## src/rtl/multi_debounce.sv

```systemverilog
// Multi-channel button debouncer with per-channel press/release pulses and
// optional auto-repeat while a button is held.
module multi_debounce #(
  parameter int unsigned CH         = 4,
  parameter int unsigned STABLE_CNT = 1024,
  parameter bit          ACTIVE_LOW = 1'b0,
  parameter int unsigned REPEAT_DLY = 25000,
  parameter int unsigned REPEAT_PER = 5000
) (
  input  logic          clk,
  input  logic          reset,
  input  logic [CH-1:0] button_in,
  input  logic          repeat_en,
  output logic [CH-1:0] level_out,
  output logic [CH-1:0] press_pulse,
  output logic [CH-1:0] release_pulse,
  output logic          press_valid,
  output logic [3:0]    press_idx
);

  typedef enum logic [1:0] {
    S_IDLE,
    S_DELAY,
    S_REPEAT
  } hold_state_e;

  localparam int unsigned DW   = $clog2(STABLE_CNT);
  localparam int unsigned HMAX = (REPEAT_DLY > REPEAT_PER) ? REPEAT_DLY : REPEAT_PER;
  localparam int unsigned HW   = $clog2(HMAX + 1);

  logic [CH-1:0] w_raw;
  logic [CH-1:0] r_sync1, r_sync2, r_level;
  logic [CH-1:0] w_level;
  logic [DW-1:0] r_dcnt [CH];
  logic [DW-1:0] w_dcnt [CH];
  hold_state_e   r_state [CH];
  hold_state_e   w_state [CH];
  logic [HW-1:0] r_hcnt [CH];
  logic [HW-1:0] w_hcnt [CH];
  logic [CH-1:0] r_press, r_release;
  logic [CH-1:0] w_press, w_release;
  logic          r_valid, w_valid;
  logic [3:0]    r_idx, w_idx;

  assign w_raw = button_in ^ {CH{ACTIVE_LOW}};

  // State register: synchronisers, debounce/hold counters, registered outputs
  always_ff @(posedge clk or posedge reset) begin
    if (reset) begin
      r_sync1   <= '0;
      r_sync2   <= '0;
      r_level   <= '0;
      r_dcnt    <= '{default: '0};
      r_state   <= '{default: S_IDLE};
      r_hcnt    <= '{default: '0};
      r_press   <= '0;
      r_release <= '0;
      r_valid   <= 1'b0;
      r_idx     <= '0;
    end else begin
      r_sync1   <= w_raw;
      r_sync2   <= r_sync1;
      r_level   <= w_level;
      r_dcnt    <= w_dcnt;
      r_state   <= w_state;
      r_hcnt    <= w_hcnt;
      r_press   <= w_press;
      r_release <= w_release;
      r_valid   <= w_valid;
      r_idx     <= w_idx;
    end
  end

  // Next state: debounce, hold/repeat FSM per channel, then priority encode
  always_comb begin
    w_level   = r_level;
    w_dcnt    = r_dcnt;
    w_state   = r_state;
    w_hcnt    = r_hcnt;
    w_press   = '0;
    w_release = '0;
    w_valid   = 1'b0;
    w_idx     = '0;

    for (int i = 0; i < int'(CH); i++) begin
      if (r_sync2[i] == r_level[i]) begin
        w_dcnt[i] = '0;
      end else if (r_dcnt[i] == DW'(STABLE_CNT - 1)) begin
        w_dcnt[i]    = '0;
        w_level[i]   = r_sync2[i];
        w_press[i]   = r_sync2[i];
        w_release[i] = ~r_sync2[i];
      end else begin
        w_dcnt[i] = r_dcnt[i] + DW'(1);
      end

      // A release or disabled repeat always wins over a pending repeat pulse
      if (!repeat_en || w_release[i]) begin
        w_state[i] = S_IDLE;
        w_hcnt[i]  = '0;
      end else begin
        case (r_state[i])
          S_IDLE: begin
            if (w_press[i]) begin
              w_state[i] = S_DELAY;
              w_hcnt[i]  = '0;
            end
          end
          S_DELAY: begin
            if (r_hcnt[i] == HW'(REPEAT_DLY - 1)) begin
              w_state[i] = S_REPEAT;
              w_hcnt[i]  = '0;
              w_press[i] = 1'b1;
            end else begin
              w_hcnt[i] = r_hcnt[i] + HW'(1);
            end
          end
          S_REPEAT: begin
            if (r_hcnt[i] == HW'(REPEAT_PER - 1)) begin
              w_hcnt[i]  = '0;
              w_press[i] = 1'b1;
            end else begin
              w_hcnt[i] = r_hcnt[i] + HW'(1);
            end
          end
          default: begin
            w_state[i] = S_IDLE;
            w_hcnt[i]  = '0;
          end
        endcase
      end
    end

    w_valid = |w_press;
    for (int i = int'(CH) - 1; i >= 0; i--) begin
      if (w_press[i]) w_idx = 4'(i);
    end
  end

  assign level_out     = r_level;
  assign press_pulse   = r_press;
  assign release_pulse = r_release;
  assign press_valid   = r_valid;
  assign press_idx     = r_idx;

endmodule

```

## config.mk

```make
export PLATFORM = sky130hd
export DESIGN_NAME = multi_debounce
export DESIGN_NICKNAME = d
export VERILOG_FILES = /design/src/rtl/multi_debounce.sv
export SDC_FILE = /design/constraint.sdc
export NUM_CORES = 1
export LEC_CHECK = 0
export CORE_ASPECT_RATIO = 2
export CORE_UTILIZATION = 64
export CTS_CLUSTER_DIAMETER = 50
export DETAILED_ROUTE_END_ITERATION = 8
export MAX_ROUTING_LAYER = met4
export PLACE_DENSITY = 0.84
export SYNTH_ARGS = -nofsm -noshare
export SYNTH_HDL_FRONTEND = slang
export SYNTH_SLANG_ARGS = --single-unit
```

## constraint.sdc

```tcl
create_clock -name clk -period 8.1 [get_ports clk]
set_clock_uncertainty 0.1 [all_clocks]
set_input_delay 1.215 -clock clk [delete_from_list [all_inputs] [get_ports clk]]
set_output_delay 1.215 -clock clk [all_outputs]
set_load 0.005 [all_outputs]
```

==> impl_metrics.tcl <==
set metrics [dict create \
    yosysTopAreaCellShare 0.453 \
    synth_area_per_cell_um2 9.59 \
    crit_family "compound AO/OA/AOI/OAI gates" \
    synth_commonest_cells "131 x dfrtp_1, 86 x nor2_1, 78 x nand2_1, 46 x xnor2_1, 39 x nand3_1" \
    peakVddDrop_mv 0.177 \
    dieWidth_um 77.2 \
    postSynthCellCount 754 \
    ant_nets 0 \
    p_comb_frac 0.029 \
    rsz0062_at_grt "false" \
    min_path_type "flop to flop" \
    crit_type "input pin to flop" \
    worstPathBufferInverterCount 1 \
    p_leak_uw 0.00326 \
    max_freq_ghz 0.284 \
    gp_congestion 0.941 \
    hpwl_um 11000 \
    cp_max_fo 15 \
    cap_violations 0 \
    synth.area.top_cells "dfrtp_1 45%, xnor2_1 5.6%, ha_1 4.7%" \
    grt_pass1_vias 6046 \
    layout-area-overhead-vs-synth_pct 13.3 \
    final_hold_viol_count 0 \
    p_seq_frac 0.424 \
    final_util 0.749 \
    crit_path_cell_trace "clkdlybuf4s50_1, nand2_1, a41oi_1, nor4b_1, xnor2_1, nor3_1" \
    diodes 0 \
    worst_slew_pin_slew_ns 1.28 \
    io_buffers 21 \
    core_um2 10900 \
    power.share.clock 0.546 \
    synthesis.area_um2 7230 \
    crit_path_start_kind "input pin" \
    synth-edff-count 0 \
    grt_pass1_wl_um 28500 \
    post_cts.repair.setup_buffers 0 \
    path_clk_slew_ns 0.06 \
    routed_wirelength_um 16800 \
    dr.pass1.iters 5 \
    power_density_nw_per_um2 193 \
    hold_buffers 0 \
    via_per_inst 6.49 \
    synth_flop_cell "dfrtp_1" \
    min_period_ns 3.53 \
    cts_tree "built" \
    cts_buffer_depth 2 \
    ys_seq_elements 131 \
    maxSlewViolCount 0 \
    die-height_um 152 \
    cts_sinks 131 \
    yosysTopAreaCell "dfrtp_1" \
    setup_violations 0 \
    synthDistinctLibCells 68 \
    numCtsBuffers 17 \
    post-route-period-util 0.435 \
    n_fill_cell 759 \
    start_util 0.660 \
    grt_usage 0.315 \
    dieArea_um2 11800 \
    required_ns 8.25 \
    root_buffer "clkbuf_16" \
    drt_iter0_markers 546 \
    swShare 0.216 \
    outcome "complete, no violations" \
    drc_errors 0 \
    num_vias 6017 \
    antenna_found_initial 0 \
    synth_warnings 0 \
    cell_internal_pwr_uw 1240 \
    synth_most_common_cell "dfrtp_1" \
    p_sw_uw 341 \
    rows 54 \
    detail_route.wl_per_cell_um 18.1 \
    cp.arrival_ns 3.68 \
    io-pin-count 24 \
    max_stage_delay_ns 0.97 \
    grt_max_degree 70 \
    slowest_stage "a41oi_1" \
    grt_overflow 0 \
    drive_gt1_frac 0.0584 \
    relSlewSlack 0.133 \
    setup_tns_ns 0 \
    post_cts_resized 0 \
    end_kind "flop" \
    yosysSeqAreaShare 0.453 \
    async_reset_ff_frac 1.00 \
    ctsHtreeMaxLevel 4 \
    layout.nets 808 \
    clk_latency_ns 0.43 \
]
-- cell usage in the layout (no fill, tap or decap), types with 25 or more instances in the layout --
cell     count
nor2_1      86
nand3_1     39
xor2_1      26
xnor2_1     46
nor3_1      25
dfrtp_1    131
inv_1       28
ha_1        27
nand2_1     78
-- registers in the layout, indices dropped and copies added, names as in the netlist --
| register | cells |
|---|---|
| r_state | 8 |
| r_sync2 | 4 |
| press_pulse | 4 |
| press_valid | 1 |
| press_idx | 2 |
| level_out | 4 |
| r_sync1 | 4 |
| r_hcnt | 60 |
| r_dcnt | 40 |
| release_pulse | 4 |
-- power groups by stage --
stage / clock, µW / sequential [µW] / combinational, µW
after floorplan: 0 / 679 / 33.4
after global placement: 0 / 680 / 43.3
after detailed placement: 0 / 681 / 45.5
after CTS: 866 / 669 / 46.1
after global routing: 892 / 671 / 51.8
final: 862 / 670 / 45.9
-- stage by stage --
stage          setup slack, ns  instances  total power [µW]  cell area (µm²)  hold WS, ns
2_1_floorplan             3.29        755               712             7230        0.231
4_1_cts                   4.65        926              1580             8190        0.249
3_5_place_dp              4.25        894               727             7520        0.237
3_3_place_gp              4.32        894               724             7520        0.233
6_report                  4.57        927              1580             8190        0.246
5_1_grt                   4.43        927              1610             8190        0.259
-- worst paths after layout --
kind / startpoint / to / slack, ns / cells past startpoint
min in group asynchronous: reset / r_state[2] / 1.17 / 2
max: repeat_en / r_hcnt[41] / 4.57 / 6
max in group asynchronous: reset / r_hcnt[42] / 5.41 / 3
min reg2reg: r_sync1[3] / r_sync2[3] / 0.25 / 0
min: r_sync1[3] / r_sync2[3] / 0.25 / 0
max reg2reg: r_hcnt[36] / r_hcnt[42] / 5.23 / 5
-- cell families after synthesis --
family                   share of synthesized area
AO/OA/AOI/OAI                                0.111
flip-flops                                   0.453
other                                     0.000519
buffers and inverters                       0.0305
XOR/XNOR                                    0.0872
AND/OR/NAND/NOR                              0.258
adder cells (fa/ha/maj)                     0.0467
multiplexers                                0.0128
-- area by class of cell --
cell class | instances | area, µm² | share of cell area
repair buffers | 24 | 233 | 0.0284
clock buffers | 20 | 457 | 0.0557
clock inverters | 12 | 204 | 0.0249
well taps | 140 | 175 | 0.0214
inverters | 29 | 111 | 0.0136
multi-input cells | 571 | 3730 | 0.456
flip-flops and latches | 131 | 3280 | 0.400
-- per-layer routing --
layer / wire length (µm) / part of all wire / GRT usage
met1: 6440 / 0.38 / 0.343
met2: 9230 / 0.55 / 0.555
met3: 631 / 0.038 / 0.0431
met4: 453 / 0.027 / 0.146
met5: 0 / 0 / -
(Power assumes the default switching activity.)
